File: config.mk
export PLATFORM = sky130hd
export DESIGN_NAME = seven_seg_mux
export DESIGN_NICKNAME = d
export VERILOG_FILES = /design/src/rtl/seven_seg_mux.sv
export SDC_FILE = /design/constraint.sdc
export NUM_CORES = 1
export LEC_CHECK = 0
export ABC_AREA = 1
export ABC_CLOCK_PERIOD_IN_PS = 5010
export CAP_MARGIN = 40
export CORE_MARGIN = 8
export CORE_UTILIZATION = 62
export CTS_CLUSTER_DIAMETER = 150
export DETAILED_ROUTE_END_ITERATION = 16
export GPL_TIMING_DRIVEN = 1
export PLACE_DENSITY = 0.85
export SYNTH_ARGS = -nofsm -noshare
export SYNTH_HDL_FRONTEND = slang
export SYNTH_SLANG_ARGS = --single-unit
File: constraint.sdc
create_clock -name clk -period 5.01 [get_ports clk]
set_clock_uncertainty 0.2 [all_clocks]
set_input_delay 1.2525 -clock clk [delete_from_list [all_inputs] [get_ports clk]]
set_output_delay 1.2525 -clock clk [all_outputs]
set_load 0.005 [all_outputs]
File: src/rtl/seven_seg_mux.sv
// rtl/seven_seg_mux.sv - multi-digit time-multiplexed seven-segment display driver
module seven_seg_mux #(
    parameter int NUM_DIGITS     = 4,
    parameter int REFRESH_DIV    = 50000,
    parameter int SEG_ACTIVE_LOW = 1,
    parameter int AN_ACTIVE_LOW  = 1,
    parameter int LZ_SUPPRESS    = 1
) (
    input  logic                      clk,
    input  logic                      rst_n,
    input  logic [4*NUM_DIGITS-1:0]   value,
    input  logic [NUM_DIGITS-1:0]     dp,
    input  logic [NUM_DIGITS-1:0]     digit_en,
    input  logic                      load,
    output logic [6:0]                seg,
    output logic                      dp_out,
    output logic [NUM_DIGITS-1:0]     anode,
    output logic                      frame_done
);

    localparam int IDX_W   = (NUM_DIGITS > 1) ? $clog2(NUM_DIGITS) : 1;
    localparam int PRESC_W = $clog2(REFRESH_DIV);
    localparam logic [IDX_W-1:0]   IDX_LAST   = IDX_W'(NUM_DIGITS - 1);
    localparam logic [PRESC_W-1:0] PRESC_LAST = PRESC_W'(REFRESH_DIV - 1);
    localparam logic [6:0]          SEG_OFF    = (SEG_ACTIVE_LOW != 0) ? 7'h7F : 7'h00;
    localparam logic                DP_OFF     = (SEG_ACTIVE_LOW != 0) ? 1'b1 : 1'b0;
    localparam logic [NUM_DIGITS-1:0] AN_OFF   = (AN_ACTIVE_LOW != 0) ? '1 : '0;

    logic [PRESC_W-1:0]      presc_q, presc_d;
    logic [IDX_W-1:0]        idx_q, idx_d;
    logic [4*NUM_DIGITS-1:0] act_value_q, act_value_d;
    logic [NUM_DIGITS-1:0]   act_dp_q, act_dp_d;
    logic [NUM_DIGITS-1:0]   act_en_q, act_en_d;
    logic [4*NUM_DIGITS-1:0] pend_value_q, pend_value_d;
    logic [NUM_DIGITS-1:0]   pend_dp_q, pend_dp_d;
    logic [NUM_DIGITS-1:0]   pend_en_q, pend_en_d;
    logic                    pend_valid_q, pend_valid_d;
    logic [6:0]              seg_q, seg_d;
    logic                    dp_out_q, dp_out_d;
    logic [NUM_DIGITS-1:0]   anode_q, anode_d;
    logic                    frame_done_q, frame_done_d;

    logic                    slot_end;
    logic                    frame_end;
    logic [NUM_DIGITS-1:0]   blank;
    logic                    suppress;
    logic [3:0]              nib;
    logic [3:0]              cur_nib;
    logic                    cur_dp;
    logic                    cur_blank;
    logic [6:0]              seg_low;
    logic                    dp_low;
    logic [NUM_DIGITS-1:0]   anode_hi;

    function automatic logic [6:0] hex_to_seg(input logic [3:0] n);
        logic [6:0] s;
        case (n)
            4'h0: s = 7'b1000000;
            4'h1: s = 7'b1111001;
            4'h2: s = 7'b0100100;
            4'h3: s = 7'b0110000;
            4'h4: s = 7'b0011001;
            4'h5: s = 7'b0010010;
            4'h6: s = 7'b0000010;
            4'h7: s = 7'b1111000;
            4'h8: s = 7'b0000000;
            4'h9: s = 7'b0011000;
            4'hA: s = 7'b0001000;
            4'hB: s = 7'b0000011;
            4'hC: s = 7'b0100111;
            4'hD: s = 7'b0100001;
            4'hE: s = 7'b0000110;
            default: s = 7'b0001110;
        endcase
        return s;
    endfunction

    // Scan counters and double buffer: swap pending into active only at the frame boundary
    always_comb begin
        slot_end     = (presc_q == PRESC_LAST);
        frame_end    = slot_end && (idx_q == IDX_LAST);
        presc_d      = slot_end ? '0 : presc_q + PRESC_W'(1);
        idx_d        = idx_q;
        if (slot_end) begin
            idx_d = (idx_q == IDX_LAST) ? '0 : idx_q + IDX_W'(1);
        end
        act_value_d  = act_value_q;
        act_dp_d     = act_dp_q;
        act_en_d     = act_en_q;
        pend_value_d = pend_value_q;
        pend_dp_d    = pend_dp_q;
        pend_en_d    = pend_en_q;
        pend_valid_d = pend_valid_q;
        if (frame_end) begin
            // A load landing on the swap edge bypasses pending and wins over older data
            if (load) begin
                act_value_d = value;
                act_dp_d    = dp;
                act_en_d    = digit_en;
            end else if (pend_valid_q) begin
                act_value_d = pend_value_q;
                act_dp_d    = pend_dp_q;
                act_en_d    = pend_en_q;
            end
            pend_valid_d = 1'b0;
        end else if (load) begin
            pend_value_d = value;
            pend_dp_d    = dp;
            pend_en_d    = digit_en;
            pend_valid_d = 1'b1;
        end
    end

    // Output pattern for the upcoming cycle, derived from next-state so pins stay registered
    always_comb begin
        // Walk from the most significant digit down; suppression ends at the first
        // enabled digit that is nonzero or carries a decimal point
        suppress = (LZ_SUPPRESS != 0);
        blank    = '0;
        nib      = '0;
        for (int i = NUM_DIGITS - 1; i >= 0; i--) begin
            nib      = act_value_d[4*i +: 4];
            blank[i] = !act_en_d[i] ||
                       (suppress && (nib == 4'h0) && !act_dp_d[i] && (i != 0));
            if (act_en_d[i] && ((nib != 4'h0) || act_dp_d[i])) begin
                suppress = 1'b0;
            end
        end
        cur_nib   = '0;
        cur_dp    = 1'b0;
        cur_blank = 1'b1;
        anode_hi  = '0;
        for (int i = 0; i < NUM_DIGITS; i++) begin
            if (IDX_W'(i) == idx_d) begin
                cur_nib   = act_value_d[4*i +: 4];
                cur_dp    = act_dp_d[i];
                cur_blank = blank[i];
                anode_hi[i] = (presc_d != '0);
            end
        end
        seg_low      = cur_blank ? 7'h7F : hex_to_seg(cur_nib);
        dp_low       = cur_blank || !cur_dp;
        seg_d        = (SEG_ACTIVE_LOW != 0) ? seg_low : ~seg_low;
        dp_out_d     = (SEG_ACTIVE_LOW != 0) ? dp_low : ~dp_low;
        anode_d      = (AN_ACTIVE_LOW != 0) ? ~anode_hi : anode_hi;
        frame_done_d = (idx_d == IDX_LAST) && (presc_d == PRESC_LAST);
    end

    // State and output registers; reset parks every pin inactive
    always_ff @(posedge clk or negedge rst_n) begin
        if (!rst_n) begin
            presc_q      <= '0;
            idx_q        <= '0;
            act_value_q  <= '0;
            act_dp_q     <= '0;
            act_en_q     <= '0;
            pend_value_q <= '0;
            pend_dp_q    <= '0;
            pend_en_q    <= '0;
            pend_valid_q <= 1'b0;
            seg_q        <= SEG_OFF;
            dp_out_q     <= DP_OFF;
            anode_q      <= AN_OFF;
            frame_done_q <= 1'b0;
        end else begin
            presc_q      <= presc_d;
            idx_q        <= idx_d;
            act_value_q  <= act_value_d;
            act_dp_q     <= act_dp_d;
            act_en_q     <= act_en_d;
            pend_value_q <= pend_value_d;
            pend_dp_q    <= pend_dp_d;
            pend_en_q    <= pend_en_d;
            pend_valid_q <= pend_valid_d;
            seg_q        <= seg_d;
            dp_out_q     <= dp_out_d;
            anode_q      <= anode_d;
            frame_done_q <= frame_done_d;
        end
    end

    assign seg        = seg_q;
    assign dp_out     = dp_out_q;
    assign anode      = anode_q;
    assign frame_done = frame_done_q;

endmodule

* After elaboration in Yosys (flattened, before gate mapping)
Memory sizes are Yosys's and may differ from the RTL's.
Cells that the tools add are included.
** Word-level totals
- Flip-flop bits (word level) :: 80
- ROM bits :: 112
- Bits of input ports :: 27
- Word-level logic and storage cells :: 90
- Memories kept :: 1
** Memory list
- (no name shown) :: words 16, width 7, read ports 1, clocked after Yosys merged registers in 0, write ports 0, line 57 : case (n)
** Operators by class
- Add/sub/neg operators :: 2
- Equality and inequality tests :: 7
- Muxes and demuxes :: 33
- Bitwise operators :: 2
- Reduce and logical (&&, ||, !) cells :: 32
** Operators with widths (number)
- 16-bit 2-to-1 mux :: 4
- 4-bit 2-to-1 mux :: 10
- 16-bit == test (second input constant) :: 2
- 16-bit by 1-bit adder with 16-bit output (second input constant) :: 1
- 1-bit 2-to-1 mux :: 16
- 16-bit nonzero test :: 1
- 4-bit zero test :: 3
- 1-bit logical AND :: 9
- 1-bit zero test :: 8
- 4-bit nonzero test :: 2
- 7-bit 2-to-1 mux :: 1
- 1-bit logical OR :: 6
- 2-bit == test (first input constant) :: 2
- 2-bit == test (second input constant) :: 2
- 2-bit 2-to-1 mux :: 2
- 4-bit NOT :: 1
- 2-bit by 1-bit adder with 2-bit output (second input constant) :: 1
- 1-bit by 2-bit == test with 1-bit output (first input constant) :: 1
- 2-bit zero test :: 1
- 2-bit AND reduction :: 1
- 2-bit nonzero test :: 1
- 1-bit NOT :: 1

* Longest topological paths before layout
Gate-level depths: netlist of run 1.
- Word-level depth :: 15
- Mapped depth :: 21
- Depth with buffers taken out :: 21

* Least setup slack after synthesis of run 1
Ideal clock, no wire load.
- Kind :: input to register
- Start :: in load
- End :: reg seg_q[3] (netlist: seg[3])
- Setup time :: 0.060 ns
- Arrival :: 3.114 ns
- Data required time :: 4.750 ns
- Setup slack :: 1.636 ns
- Stages :: 20
- Cell sequence :: buf_2 inv_1 buf_2 nand2_1 nor2_1 nor2_1 nand3_1 nand2_1 inv_1 nand2_1 nand4_1 inv_1 ha_1 inv_1 nand4_1 nand2_1 nand2_1 nand2_1 inv_1 nand2_1
** RTL lines
- from (decl) :: line 14 : input logic load,
- 16-bit 2-to-1 mux (*) :: line 96 : if (load) begin
- 16-bit 2-to-1 mux (*) :: line 94 : if (frame_end) begin
- net act_value_d[8] :: line 31 : logic [4*NUM_DIGITS-1:0] act_value_q, act_value_d;
- 4-bit nonzero test :: line 125 : if (act_en_d[i] && ((nib != 4'h0) || act_dp_d[i])) begin
- 1-bit logical OR :: line 125
- 1-bit logical AND :: line 125
- 1-bit 2-to-1 mux :: line 125
- 1-bit logical AND (2 in a row) :: line 124 : (suppress && (nib == 4'h0) && !act_dp_d[i] && (i != 0));
- 1-bit logical OR :: line 123 : blank[i] = !act_en_d[i] ||
- 1-bit 2-to-1 mux (3 in a row) :: line 134 : if (IDX_W'(i) == idx_d) begin
- 7-bit 2-to-1 mux (*) :: line 141 : seg_low = cur_blank ? 7'h7F : hex_to_seg(cur_nib);
- net seg_d[3] :: line 38 : logic [6:0] seg_q, seg_d;
- to (signal assigned) :: line 175 : seg_q <= seg_d;
- to (decl) :: line 38
The timed path passes the listed nets; every way through them passes the cells marked *.
A chain may end at the register's enable or synchronous reset.

* Worst setup path in the final report of run 1
- Start :: in load
- End :: reg seg_q[3] (netlist: seg[3])
** On the way
- Longest elaborated chain between the ends :: 14
** RTL lines (line)
- 16-bit 2-to-1 mux (*) :: 96
- 16-bit 2-to-1 mux (*) :: 94
- net act_value_d[12] :: 31
- 4-bit nonzero test :: 125
- 1-bit logical OR :: 125
- 1-bit logical AND :: 125
- 1-bit 2-to-1 mux (2 in a row) :: 125
- 1-bit logical AND (2 in a row) :: 124
- 1-bit logical OR :: 123
- 1-bit 2-to-1 mux (3 in a row) :: 134
- 7-bit 2-to-1 mux (*) :: 141
- net seg_d[3] :: 38
Marks and branches as above.

==> results of run 1 <==
[worst reg2reg max path: cells and delay by family, from the launching register on]
kind	cells	cell delay [ns]
AO/OA/AOI/OAI	1	0.09
adder cells (fa/ha/maj)	2	0.53
buffers and inverters	3	0.23
flip-flops	1	0.42
AND/OR/NAND/NOR	12	1.65
[layout by cell type, fill, tap and decap left out, types with 8 or more instances in the layout]
cell type | synthesis | layout
sky130_fd_sc_hd__clkbuf_8 | 0 | 11
sky130_fd_sc_hd__a21oi_1 | 8 | 8
sky130_fd_sc_hd__clkdlybuf4s50_1 | 0 | 38
sky130_fd_sc_hd__nand2_2 | 10 | 10
sky130_fd_sc_hd__nor2_1 | 51 | 51
sky130_fd_sc_hd__ha_1 | 8 | 8
sky130_fd_sc_hd__nand2_1 | 194 | 194
sky130_fd_sc_hd__dfrtp_1 | 68 | 68
sky130_fd_sc_hd__dfstp_2 | 12 | 12
sky130_fd_sc_hd__inv_1 | 67 | 67
sky130_fd_sc_hd__mux2_2 | 13 | 13
sky130_fd_sc_hd__nand4_1 | 9 | 9
sky130_fd_sc_hd__nand3_1 | 29 | 29
sky130_fd_sc_hd__o21ai_0 | 26 | 26
[Yosys cell counts, drive strengths merged, types with 2 or more instances]
cell type / count / share of area (%)
dfstp: 12 / 7.0
and2: 2 / 0.33
nor3: 6 / 0.67
nand2: 208 / 19
nand4: 9 / 1.2
o21a: 2 / 0.33
o21ai: 35 / 4.2
nand3: 33 / 4.3
buf: 9 / 1.5
nor2: 66 / 7.4
dfrtp: 68 / 38
nor4: 2 / 0.28
inv: 72 / 6.1
a21oi: 9 / 1.1
o211ai: 2 / 0.33
clkbuf: 3 / 0.25
o221ai: 2 / 0.39
o22ai: 7 / 0.97
or2: 3 / 0.42
mux2: 13 / 3.2
clkinv: 4 / 0.39
xor2: 3 / 0.58
ha: 8 / 2.2
[cell type report]
cell class / count / area (um^2) / area share (%)
Multi-Input combinational cell: 411 / 2115 / 40.77
Sequential cell: 80 / 2017 / 38.89
Clock buffer: 13 / 180.2 / 3.474
Inverter: 76 / 292.8 / 5.645
Tap cell: 99 / 123.9 / 2.388
Timing Repair Buffer: 42 / 437.9 / 8.444
Clock inverter: 3 / 20.02 / 0.3860
[report_power, final]
part	leakage, nW	total (mW)	switching (mW)	internal, mW
Combinational	1.55	0.121	0.0622	0.0586
Sequential	0.936	0.684	0.0112	0.673
Clock	0.105	0.476	0.237	0.239
Total	2.59	1.28	0.311	0.971
[cell families after synthesis]
| kind of cell | after synthesis | share of synthesized area [%] |
|---|---|---|
| AO/OA/AOI/OAI | 58 | 7.500 |
| XOR/XNOR | 3 | 0.5834 |
| adder cells (fa/ha/maj) | 8 | 2.222 |
| buffers and inverters | 88 | 8.278 |
| flip-flops | 80 | 44.78 |
| multiplexers | 13 | 3.250 |
| AND/OR/NAND/NOR | 329 | 33.39 |
[flip-flops by register name, summed over array words and instances, names as in the netlist]
| name | flops |
|---|---|
| act_value_q | 16 |
| pend_value_q | 16 |
| presc_q | 16 |
| seg | 7 |
| act_dp_q | 4 |
| act_en_q | 4 |
| anode | 4 |
| pend_dp_q | 4 |
| pend_en_q | 4 |
| idx_q | 2 |
| dp_out | 1 |
| frame_done | 1 |
| pend_valid_q | 1 |
[stage by stage]
stage	area, um^2	instances	utilization [%]	hold slack [ns]	total power, mW
finish	5186	724	72.67	0.2974	1.281
global route	5186	724	72.67	0.3142	1.331
CTS	5186	724	72.67	0.2997	1.287
detailed placement	4986	708	69.86	0.2788	0.8168
global placement	4943	706	69.27	0.2705	0.8082
floorplan	4504	579	-	0.2530	0.7560
[worst max path at each step]
stage / from / to / slack (ns) / cells past startpoint
global route: load / seg[3] / 0.76 / 19
detailed placement: load / seg[3] / 0.78 / 19
finish: load / seg[3] / 1.08 / 19
floorplan: load / seg[3] / 1.64 / 20
global placement: load / seg[3] / 0.94 / 18
CTS: load / seg[3] / 1.14 / 19
[per-layer routing]
| layer | vias to the layer above | GRT usage, % |
|---|---|---|
| met4 | 0 | 9.851 |
| met3 | 29 | 3.574 |
| met2 | 119 | 36.59 |
| li1 | 1908 | - |
| met5 | - | 0 |
| met1 | 1805 | 26.11 |
==> flow_summary.rst, run 1 <==
.. list-table::
   :header-rows: 1

   * - Metric
     - Value
   * - Cell type of the slowest stage on the worst timing path
     - sky130_fd_sc_hd__clkdlybuf4s50_1
   * - Number of max-cap violations
     - 0
   * - Cell count after synthesis
     - roughly 580
   * - Remaining max-slew budget at the tightest pin
     - around two thirds
   * - Hold Crit Endpoint
     - pend_value_q[3]
   * - Top Family by Delay on Critical Path
     - simple AND/OR/NAND/NOR gates
   * - Bufs on Longest Clock Path
     - 2
   * - Number of iterations in the first detailed-routing pass
     - 5
   * - Max Fanout on Critical Path
     - 10
   * - Avg WL per Cell
     - approximately 14 um
   * - Routed length on met3
     - just under 500 um
   * - Synth warn
     - 0
   * - Vias in the first global route
     - around 4k
   * - DRC violation total after the first TritonRoute iteration
     - around 270
   * - Status
     - finished clean
   * - Share of the cycle needed by the critical path after routing
     - approximately four fifths
   * - Launch point of the worst reg-to-reg path
     - presc_q[0]
   * - Insertion delay of the later-clocked pin in the worst-skew pair
     - 0.34 ns
   * - Deepest level of the CTS H-tree
     - 3
   * - CTS tree
     - built
   * - GPL Wtd Cong
     - 0.9357
   * - Post-detailed-routing wire length
     - 9997 um
   * - Element type at the critical path end
     - register
   * - Top-level port count
     - 40
   * - Final Hold Violating Endpoints
     - 0
   * - Worst-path cell chain
     - clkdlybuf4s50_1 -> inv_1 -> nand2_1 -> nor2_1 -> nor2_1 -> nand4_1 -> nand2_1 -> inv_1 -> nand2_1 -> nand4_1 -> inv_1 -> ha_1 -> inv_1 -> nand4_1 -> nand2_1 -> nand2_1 -> nand2_1 -> inv_1 -> nand2_1
   * - Fraction of layout cells with a size suffix above 1
     - between 10 and 15%
   * - Buffer and inverter count on the worst path
     - 6
   * - Resize count post-CTS
     - 0
   * - Cell area after synthesis
     - ~0.0045 mm^2
   * - Global-route usage over all layers
     - 21.52%
   * - Core region area
     - about 0.0071 mm^2
   * - Source of the worst hold timing path
     - pend_value_q[3]
   * - Sum of negative setup slack
     - 0 ns
   * - Fmax achieved
     - around 250 MHz
   * - Number of buffer cells added on primary ports
     - 39
   * - Final Setup Violations
     - 0
   * - FFs w/ async S/R, synth
     - between 90% and 100%
   * - Syn avg cell area
     - 7.779 um^2
   * - Worst-margin pin slew
     - ~0.53 ns
   * - Via-to-Cell Ratio
     - approximately 5.3
   * - Most used flip-flop cell after synthesis
     - sky130_fd_sc_hd__dfrtp_1
   * - DP HPWL
     - around 7500 um
   * - Clock Sinks
     - 80
   * - Detail Route Antenna Nets
     - 0
   * - Crit path DAT
     - ~4 ns
   * - Total number of vias
     - around 3.9k
   * - Post-CTS setup buffers
     - 0
   * - First-pass GRT wire length
     - 17840 um
   * - Setup Crit Path Kind
     - in2reg
   * - Delay of the slowest cell on the worst path
     - 0.66 ns
   * - Min-Delay Path Class
     - reg2reg
   * - Startpoint types
     - input pin
   * - Clk root buf
     - sky130_fd_sc_hd__clkbuf_8
   * - Met2 wire length
     - around 5000 um
   * - Cell variety after synth
     - 43
   * - Capturing point of the worst reg2reg path
     - seg[3]
   * - Number of fill cells in the layout
     - just under 600
   * - Worst Hold Path Cells
     - 2
   * - Least setup slack across all paths after layout
     - between 1 and 1.5 ns
   * - Max layer used
     - met4
   * - Floorplan die area
     - between 0.01 and 0.015 mm^2
   * - Maximum number of pins on one net before global-route repair
     - 53
   * - Length of routed wiring on met1
     - between 4000 and 5000 um
   * - Lkg Pwr
     - 2.591 nW
   * - Chip height
     - a little over 100 um
   * - Slew Limit Fails
     - 0
   * - Power density over cell area
     - roughly 250 mW/mm^2
   * - Post-synth EDFFs
     - 0
   * - Grt total ovfl
     - 0
   * - Worst ir drop on vdd
     - roughly 0.21 mV
   * - Row Count
     - 31
   * - Initial standard-cell utilization of the core
     - a little over three fifths
   * - Clock-pin slew reported for the worst setup and hold paths after clock tree synthesis
     - approximately 0.090 ns
   * - Hold bufs inserted after CTS
     - 0
   * - TritonCTS buffer count
     - 9
   * - Area added between synthesis and finish
     - 15.14%
   * - Clock period minus final worst setup slack
     - slightly below 4 ns
   * - RSZ-0062 raised after global routing
     - no
   * - Drt drc
     - 0
   * - Antenna diode instance count
     - 0
   * - Critical Path Most Common Cell
     - sky130_fd_sc_hd__nand2_1
   * - Initial antenna violation count
     - 0
   * - Post-synth net total
     - just over 600
   * - Path depth of the worst reg2reg path
     - 18
   * - Number of register bits inferred by synthesis
     - 80
   * - Die span in x
     - 101.2 um
   * - Required time at the worst-slack endpoint
     - 5.10 ns
   * - Part of the Yosys area used for sequential elements
     - between 40 and 50%
   * - Final net count
     - 655
   * - R2R Setup Slk
     - between 1.5 and 2 ns
   * - Worst slack at placement
     - a little under 0.8 ns
Note: power is estimated with default switching activity, not from simulation.
==> inputs of run 2 (changes only) <==
ABC_CLOCK_PERIOD_IN_PS = 3980   (was 5010)
CORE_UTILIZATION = 58   (was 62)
PLACE_DENSITY = 0.8   (was 0.85)
clock period = 3.98 ns   (was 5.01 ns; I/O delays follow)
==> run 2 against run 1 <==
  * Utilization fell by 4.6 points
  * Combinational power rose by 24%
  * Hold slack barely moved
  * Sequential cell count did not move
  * Worst setup slack got worse by 0.41 ns
  * Sequential share of layout area barely moved
  * Non-clock buffer count rose by 1
  * Final cell count rose by 0.55%
  * Critical path depth fell by 1
  * Sequential power rose by 26%
  * Design area barely moved
==> flow_summary.rst, run 2 (synthesis gave the netlist of run 1 again) <==
.. list-table::
   :header-rows: 1

   * - Metric
     - Value
   * - Status
     - finished clean
   * - Min-Delay Path Class
     - reg2reg
   * - Area taken by flip-flops and latches
     - 0.002017 mm^2 (unchanged)
   * - Final net count
     - 656 (+0.15%)
   * - Launch point of the worst reg-to-reg path
     - presc_q[0]
   * - Number of max-cap violations
     - 0 (unchanged)
   * - Met2 Track Usage GR
     - 31.12% (-5.5 points)
   * - First-pass GRT wire length
     - 16920 um (-5.2%)
   * - Row Count
     - 32 (+3.2%)
   * - Final Hold Violating Endpoints
     - 0 (unchanged)
   * - Grt met3 use
     - 3.779% (+0.21 points)
   * - Via-to-Cell Ratio
     - 5.192 (-2.6%)
   * - Worst ir drop on vdd
     - 0.2134 mV (-0.68%)
   * - Deepest level of the CTS H-tree
     - 3 (unchanged)
   * - Area added between synthesis and finish
     - 15.03% (about the same)
   * - Setup Crit Path Kind
     - in2reg
   * - Top Registers
     - act_value_q x16, pend_value_q x16, presc_q x16
   * - DP HPWL
     - 7409 um (-1.2%)
   * - Detail Route Antenna Nets
     - 0 (unchanged)
   * - Worst-path cell chain
     - clkdlybuf4s50_1 -> inv_1 -> nand2_1 -> o21ai_0 -> a21oi_1 -> nand2_1 -> nand2_1 -> o21ai_1 -> nor2_4 -> inv_1 -> ha_1 -> inv_1 -> nand4_1 -> nand2_1 -> nand2_1 -> nand2_1 -> inv_1 -> nand2_1
   * - Sum of negative setup slack
     - 0 ns (unchanged)
   * - Element type at the critical path end
     - register
   * - R2R Setup Slk
     - 0.81 ns (-1.03 ns)
   * - Clk root buf
     - sky130_fd_sc_hd__clkbuf_8
   * - Startpoint types
     - input pin
   * - Lkg Pwr
     - 2.589 nW (about the same)
   * - Bufs on Longest Clock Path
     - 2 (unchanged)
   * - Number of iterations in the first detailed-routing pass
     - 4 (-1)
   * - Clock period minus final worst setup slack
     - roughly 3.3 ns
   * - TritonCTS buffer count
     - 9 (unchanged)
   * - Global-route usage over all layers
     - 18.67% (-2.8 points)
   * - Total number of vias
     - 3780 (-2.1%)
   * - Worst Hold Path Cells
     - 2 (unchanged)
   * - Highest-utilization routing layer at the global route stage
     - met2
   * - Crit path DAT
     - 3.41 ns (-0.61 ns)
   * - Antenna diode instance count
     - 0 (unchanged)
   * - Chip height
     - 104.1 um (+2.9%)
   * - Grt total ovfl
     - 0 (unchanged)
   * - Post-detailed-routing wire length
     - 9759 um (-2.4%)
   * - Initial standard-cell utilization of the core
     - 59.21% (-3.9 points)
   * - Cell type of the slowest stage on the worst timing path
     - sky130_fd_sc_hd__clkdlybuf4s50_1
   * - Top Family by Delay on Critical Path
     - simple AND/OR/NAND/NOR gates
   * - Area of the multi-input gates
     - 0.002115 mm^2 (unchanged)
   * - Buffer and inverter count on the worst path
     - 5 (-1)
   * - DRC violation total after the first TritonRoute iteration
     - 204 (-25%)
   * - Critical Path Most Common Cell
     - sky130_fd_sc_hd__nand2_1
   * - Initial antenna violation count
     - 0 (unchanged)
   * - Final Setup Violations
     - 0 (unchanged)
   * - Required time at the worst-slack endpoint
     - 4.08 ns (-1.02 ns)
   * - Path depth of the worst reg2reg path
     - 18 (unchanged)
   * - RSZ-0062 raised after global routing
     - no
   * - Post-CTS setup buffers
     - 0 (unchanged)
   * - Finished Layout Cells
     - 728 (+0.55%)
   * - Clock Sinks
     - 80 (unchanged)
   * - Die span in x
     - 104.1 um (+2.9%)
   * - Resize count post-CTS
     - 0 (unchanged)
   * - Power density over cell area
     - 306.5 mW/mm^2 (+24%)
   * - Hold_ws
     - 0.2977 ns (+0.0003840 ns)
   * - Worst slack at placement
     - 0.3248 ns (-0.4504 ns)
   * - Insertion delay of the later-clocked pin in the worst-skew pair
     - 0.35 ns (about the same)
   * - Maximum number of pins on one net before global-route repair
     - 52 (-1.9%)
   * - Most common cell after layout, fill and taps aside
     - sky130_fd_sc_hd__nand2_1
   * - Fmax achieved
     - 302.1 MHz
   * - Fraction of layout cells with a size suffix above 1
     - 14.70% (+0.14 points)
   * - Slew Limit Fails
     - 0 (unchanged)
   * - Vias in the first global route
     - 3789 (-3.4%)
   * - Source of the worst hold timing path
     - pend_dp_q[2]
   * - Least setup slack across all paths after layout
     - 0.6698 ns (-0.4148 ns)
   * - Hold bufs inserted after CTS
     - 0 (unchanged)
   * - Drt drc
     - 0 (unchanged)
   * - Top-level port count
     - 40 (unchanged)
   * - Worst-margin pin slew
     - 0.7524 ns (+0.2267 ns)
   * - GPL Wtd Cong
     - 0.8972 (-4.1%)
   * - CTS tree
     - built
   * - Most frequent cells in the layout
     - sky130_fd_sc_hd__nand2_1, sky130_fd_sc_hd__dfrtp_1, sky130_fd_sc_hd__inv_1, sky130_fd_sc_hd__nor2_1, sky130_fd_sc_hd__clkdlybuf4s50_1
   * - Max Fanout on Critical Path
     - 9 (-1)
   * - Capturing point of the worst reg2reg path
     - seg[3]
   * - Floorplan die area
     - 0.01084 mm^2 (+5.8%)
   * - Number of buffer cells added on primary ports
     - 39 (unchanged)
   * - DP Cell Count
     - 712 (+0.56%)
   * - Core region area
     - 0.007607 mm^2 (+6.6%)
   * - Delay of the slowest cell on the worst path
     - 0.47 ns (-0.19 ns)
   * - Hold Crit Endpoint
     - pend_dp_q[2]
   * - Met1 layer usage reported by global route
     - 23.17% (-2.9 points)
   * - Clock-pin slew reported for the worst setup and hold paths after clock tree synthesis
     - 0.08 ns (about the same)
   * - Remaining max-slew budget at the tightest pin
     - 49.72% (-15 points)
   * - Avg WL per Cell
     - 13.41 um (-2.9%)
   * - Number of fill cells in the layout
     - 639 (+7.9%)
   * - Share of the cycle needed by the critical path after routing
     - between 80% and 90%
[run 2: metal layers]
layer	vias to the layer above	wire, um	part of all wire, %
met5	-	0	0
met4	0	156	1.6
met3	13	368	3.8
met2	77	4757	49
met1	1781	4476	46
li1	1909	-	-
[run 2: final cells by class]
class | count | area share [%]
clock buffer | 12 | 3.212
timing repair buffer | 43 | 8.452
tap | 102 | 2.463
inverter | 76 | 5.651
clock inverter | 4 | 0.4830
multi-input combinational | 411 | 40.81
sequential | 80 | 38.93
[run 2: how the worst max path moves through the flow]
| stage | start | slack (ns) | end | depth (start not counted) |
|---|---|---|---|---|
| floorplan | load | 0.86 | seg[3] | 20 |
| global placement | load | 0.38 | seg[3] | 17 |
| detailed placement | load | 0.32 | seg[3] | 18 |
| CTS | load | 0.70 | seg[3] | 19 |
| global route | load | 0.43 | seg[3] | 19 |
| finish | load | 0.67 | seg[3] | 18 |
[run 2: per-stage QoR]
stage / instance area, um^2 / total power [mW] / utilization [%]
after floorplan: 4504 / 0.9517 / -
after global placement: 4962 / 1.019 / 65.23
after detailed placement: 4990 / 1.028 / 65.59
after CTS: 5181 / 1.601 / 68.11
after global routing: 5181 / 1.653 / 68.11
final: 5181 / 1.588 / 68.11
[run 2: power by group]
group	internal (mW)	switching (mW)
logic	0.0737	0.0767
clock network	0.282	0.295
registers	0.847	0.0141
total	1.20	0.386
[run 2: worst min-delay path: cells and delay by family (launching register included)]
kind	cells	cell delay, ns
and+or+nand+nor	1	0.05
AOI/OAI and AO/OA	1	0.06
DFF	1	0.35
==> inputs of run 3 (changes only) <==
ABC_CLOCK_PERIOD_IN_PS = 2800   (was 3980)
CORE_UTILIZATION = 52   (was 58)
PLACE_DENSITY = 0.76   (was 0.8)
clock period = 2.8 ns   (was 3.98 ns; I/O delays follow)
==> run 3 against run 2 <==
  * Combinational power is 58% higher
  * Register-to-register slack got worse by 0.69 ns
  * Clock power up 42%
==> flow_summary.rst, run 3 (synthesis gave the netlist of run 1 again) <==
.. list-table::
   :header-rows: 1

   * - Metric
     - Value
   * - Maximum number of pins on one net before global-route repair
     - 81 (+56%)
   * - Initial antenna violation count
     - 0 (unchanged)
   * - CTS tree
     - built
   * - Total number of vias
     - 4123 (+9.1%)
   * - Max Fanout on Critical Path
     - 6 (-3)
   * - Floorplan die area
     - 0.01190 mm^2 (+9.7%)
   * - Top-level port count
     - 40 (unchanged)
   * - Number of iterations in the first detailed-routing pass
     - 5 (+1)
   * - Fraction of layout cells with a size suffix above 1
     - 26.74% (+12 points)
   * - Launch point of the worst reg-to-reg path
     - presc_q[4]
   * - Grt total ovfl
     - 0 (unchanged)
   * - Element type at the critical path end
     - register
   * - DRC violation total after the first TritonRoute iteration
     - 190 (-6.9%)
   * - Most common cell after layout, fill and taps aside
     - sky130_fd_sc_hd__nand2_1
   * - Insertion delay of the later-clocked pin in the worst-skew pair
     - 0.35 ns (about the same)
   * - Number of max-cap violations
     - 0 (unchanged)
   * - Crit path DAT
     - 2.78 ns (-0.63 ns)
   * - Area added between synthesis and finish
     - 29.53%
   * - Finished Layout Cells
     - 796 (+9.3%)
   * - First-pass GRT wire length
     - 18300 um (+8.2%)
   * - Net switching component of the power
     - 558.3 uW (+45%)
   * - Worst slack at placement
     - -0.4128 ns (-0.7376 ns)
   * - Final net count
     - 718 (+9.5%)
   * - Hold bufs inserted after CTS
     - 0 (unchanged)
   * - Clock period minus final worst setup slack
     - approximately 2.7 ns
   * - Avg WL per Cell
     - 14.00 um (+4.4%)
   * - Cell-internal power
     - 1.722 mW (+43%)
   * - Min-Delay Path Class
     - in2async
   * - Post-detailed-routing wire length
     - 11140 um (+14%)
   * - Capturing point of the worst reg2reg path
     - seg[3]
   * - Via-to-Cell Ratio
     - 5.180 (-0.24%)
   * - Lkg Pwr
     - 2.894 nW (+12%)
   * - Final Setup Violations
     - 0 (unchanged)
   * - Antenna diode instance count
     - 0 (unchanged)
   * - Drt drc
     - 0 (unchanged)
   * - Fmax achieved
     - approximately 370 MHz
   * - DP Cell Count
     - 769 (+8.0%)
   * - Row Count
     - 34 (+6.3%)
   * - Status
     - finished clean
   * - Startpoint types
     - register
   * - Path depth of the worst reg2reg path
     - 18 (unchanged)
   * - Final Hold Violating Endpoints
     - 0 (unchanged)
   * - R2R Setup Slk
     - 0.12 ns (-0.69 ns)
   * - Worst-margin pin slew
     - 0.4234 ns (-0.3290 ns)
   * - TritonCTS buffer count
     - 9 (unchanged)
   * - Clock-pin slew reported for the worst setup and hold paths after clock tree synthesis
     - 0.08 ns (about the same)
   * - Gate power share
     - 10.4% (+0.9 points)
   * - Share of the cycle needed by the critical path after routing
     - 95.74%
   * - Vias in the first global route
     - 4022 (+6.1%)
   * - Part of the power in the clock network
     - 35.9% (-0.4 points)
   * - Power density over cell area
     - 390.9 mW/mm^2 (+28%)
   * - GPL Wtd Cong
     - 0.8790 (-2.0%)
   * - Clk root buf
     - sky130_fd_sc_hd__clkbuf_8
   * - Remaining max-slew budget at the tightest pin
     - 71.78% (+22 points)
   * - Global-route usage over all layers
     - 19.27% (+0.60 points)
   * - Initial standard-cell utilization of the core
     - 52.68% (-6.5 points)
   * - Core region area
     - 0.008551 mm^2 (+12%)
   * - Clock Sinks
     - 80 (unchanged)
   * - Deepest level of the CTS H-tree
     - 3 (unchanged)
   * - Most frequent cells in the layout
     - sky130_fd_sc_hd__nand2_1, sky130_fd_sc_hd__dfrtp_1, sky130_fd_sc_hd__inv_1, sky130_fd_sc_hd__buf_4, sky130_fd_sc_hd__nor2_1
   * - Top Registers
     - act_value_q x16, pend_value_q x16, presc_q x16
   * - Slew Limit Fails
     - 0 (unchanged)
   * - Sw Ratio
     - 24.48% (+0.17 points)
   * - Detail Route Antenna Nets
     - 0 (unchanged)
   * - DP HPWL
     - 8254 um (+11%)
   * - Least setup slack across all paths after layout
     - 0.1193 ns (-0.5506 ns)
   * - Number of buffer cells added on primary ports
     - 39 (unchanged)
   * - Part of the total power dissipated in sequential elements
     - 53.7% (-0.5 points)
   * - Required time at the worst-slack endpoint
     - 2.90 ns (-1.18 ns)
   * - Post-layout utilization of the core
     - 68.23% (+0.12 points)
   * - Setup Crit Path Kind
     - reg2reg
   * - Die span in x
     - 109.1 um (+4.7%)
   * - Worst ir drop on vdd
     - 0.3263 mV (+53%)
   * - Bufs on Longest Clock Path
     - 2 (unchanged)
   * - Chip height
     - 109.1 um (+4.7%)
[run 3: changes by cell type in the layout (fill, tap and decap cells not counted), moves of 5 or more]
cell,delta
sky130_fd_sc_hd__buf_4,+58
sky130_fd_sc_hd__ha_1,-5
sky130_fd_sc_hd__inv_1,-5
sky130_fd_sc_hd__inv_2,+6
sky130_fd_sc_hd__nand2_1,-5
sky130_fd_sc_hd__nor2_1,-9
sky130_fd_sc_hd__nor2_2,+5
[run 3: timing repair]
item / in CTS / in global routing
pin swaps: 2 / 13
gates resized for setup: 5 / 37
cloned: 0 / 1
setup buffers: 2 / 8
setup endpoints to repair: 1 / 8
[run 3: layout make-up]
type / count / area, um^2
clock buffer: 12 / 166.4
multi-input combinational: 412 / 2280
clock inverter: 4 / 26.28
inverter: 76 / 292.8
timing repair buffer: 104 / 915.9
tap: 108 / 135.1
fill: 673 / 2716
sequential: 80 / 2018
[run 3: worst max-delay path by stage]
stage / slack, ns / depth (start not counted) / start / to
2_1_floorplan: 0.02 / 19 / load / seg[3]
3_3_place_gp: -0.39 / 19 / load / seg[3]
3_5_place_dp: -0.41 / 20 / load / seg[3]
4_1_cts: 0.009 / 18 / presc_q[4] / seg[3]
5_1_grt: -0.04 / 16 / presc_q[0] / seg[0]
6_report: 0.12 / 18 / presc_q[4] / seg[3]
[run 3: metrics by stage]
step,hold WS (ns),setup TNS [ns],instance area [um^2],total power [mW]
floorplan,0.2044,0,4512,1.354
global placement,0.2711,-2.356,5388,1.472
detailed placement,0.2740,-2.643,5388,1.479
CTS,0.1821,0,5603,2.293
global route,0.1882,-0.1599,5834,2.379
finish,0.1621,0,5834,2.281
[run 3: critical path, stage by stage, from the launching register on]
cell	delay (ns)
sky130_fd_sc_hd__dfrtp_2	0.46
sky130_fd_sc_hd__nor2_4	0.15
sky130_fd_sc_hd__nand2_2	0.11
sky130_fd_sc_hd__nor2_8	0.18
sky130_fd_sc_hd__nand2_8	0.10
sky130_fd_sc_hd__o21ai_4	0.23
sky130_fd_sc_hd__buf_12	0.15
sky130_fd_sc_hd__nor2_4	0.04
sky130_fd_sc_hd__nand2_1	0.06
sky130_fd_sc_hd__nand4_1	0.19
sky130_fd_sc_hd__inv_2	0.14
sky130_fd_sc_hd__ha_4	0.20
sky130_fd_sc_hd__inv_2	0.06
sky130_fd_sc_hd__nand4_1	0.09
sky130_fd_sc_hd__nand2_1	0.08
sky130_fd_sc_hd__nand2_1	0.05
sky130_fd_sc_hd__nand2_1	0.05
sky130_fd_sc_hd__inv_1	0.03
sky130_fd_sc_hd__nand2_1	0.05
[run 3: layer usage]
metal | routed length, um | up-vias | track usage (%)
li1 | - | 2035 | -
met1 | 4789 | 1966 | 23.03
met2 | 5559 | 95 | 32.54
met3 | 514 | 27 | 4.314
met5 | 0 | - | 0
met4 | 279 | 0 | 8.504
[run 3: power by group through the flow]
stage	clock network [mW]	logic, mW	registers [mW]
after floorplan	0	0.113	1.24
after global placement	0	0.227	1.24
after detailed placement	0	0.233	1.25
after CTS	0.835	0.234	1.22
after global routing	0.885	0.266	1.23
final	0.820	0.237	1.22
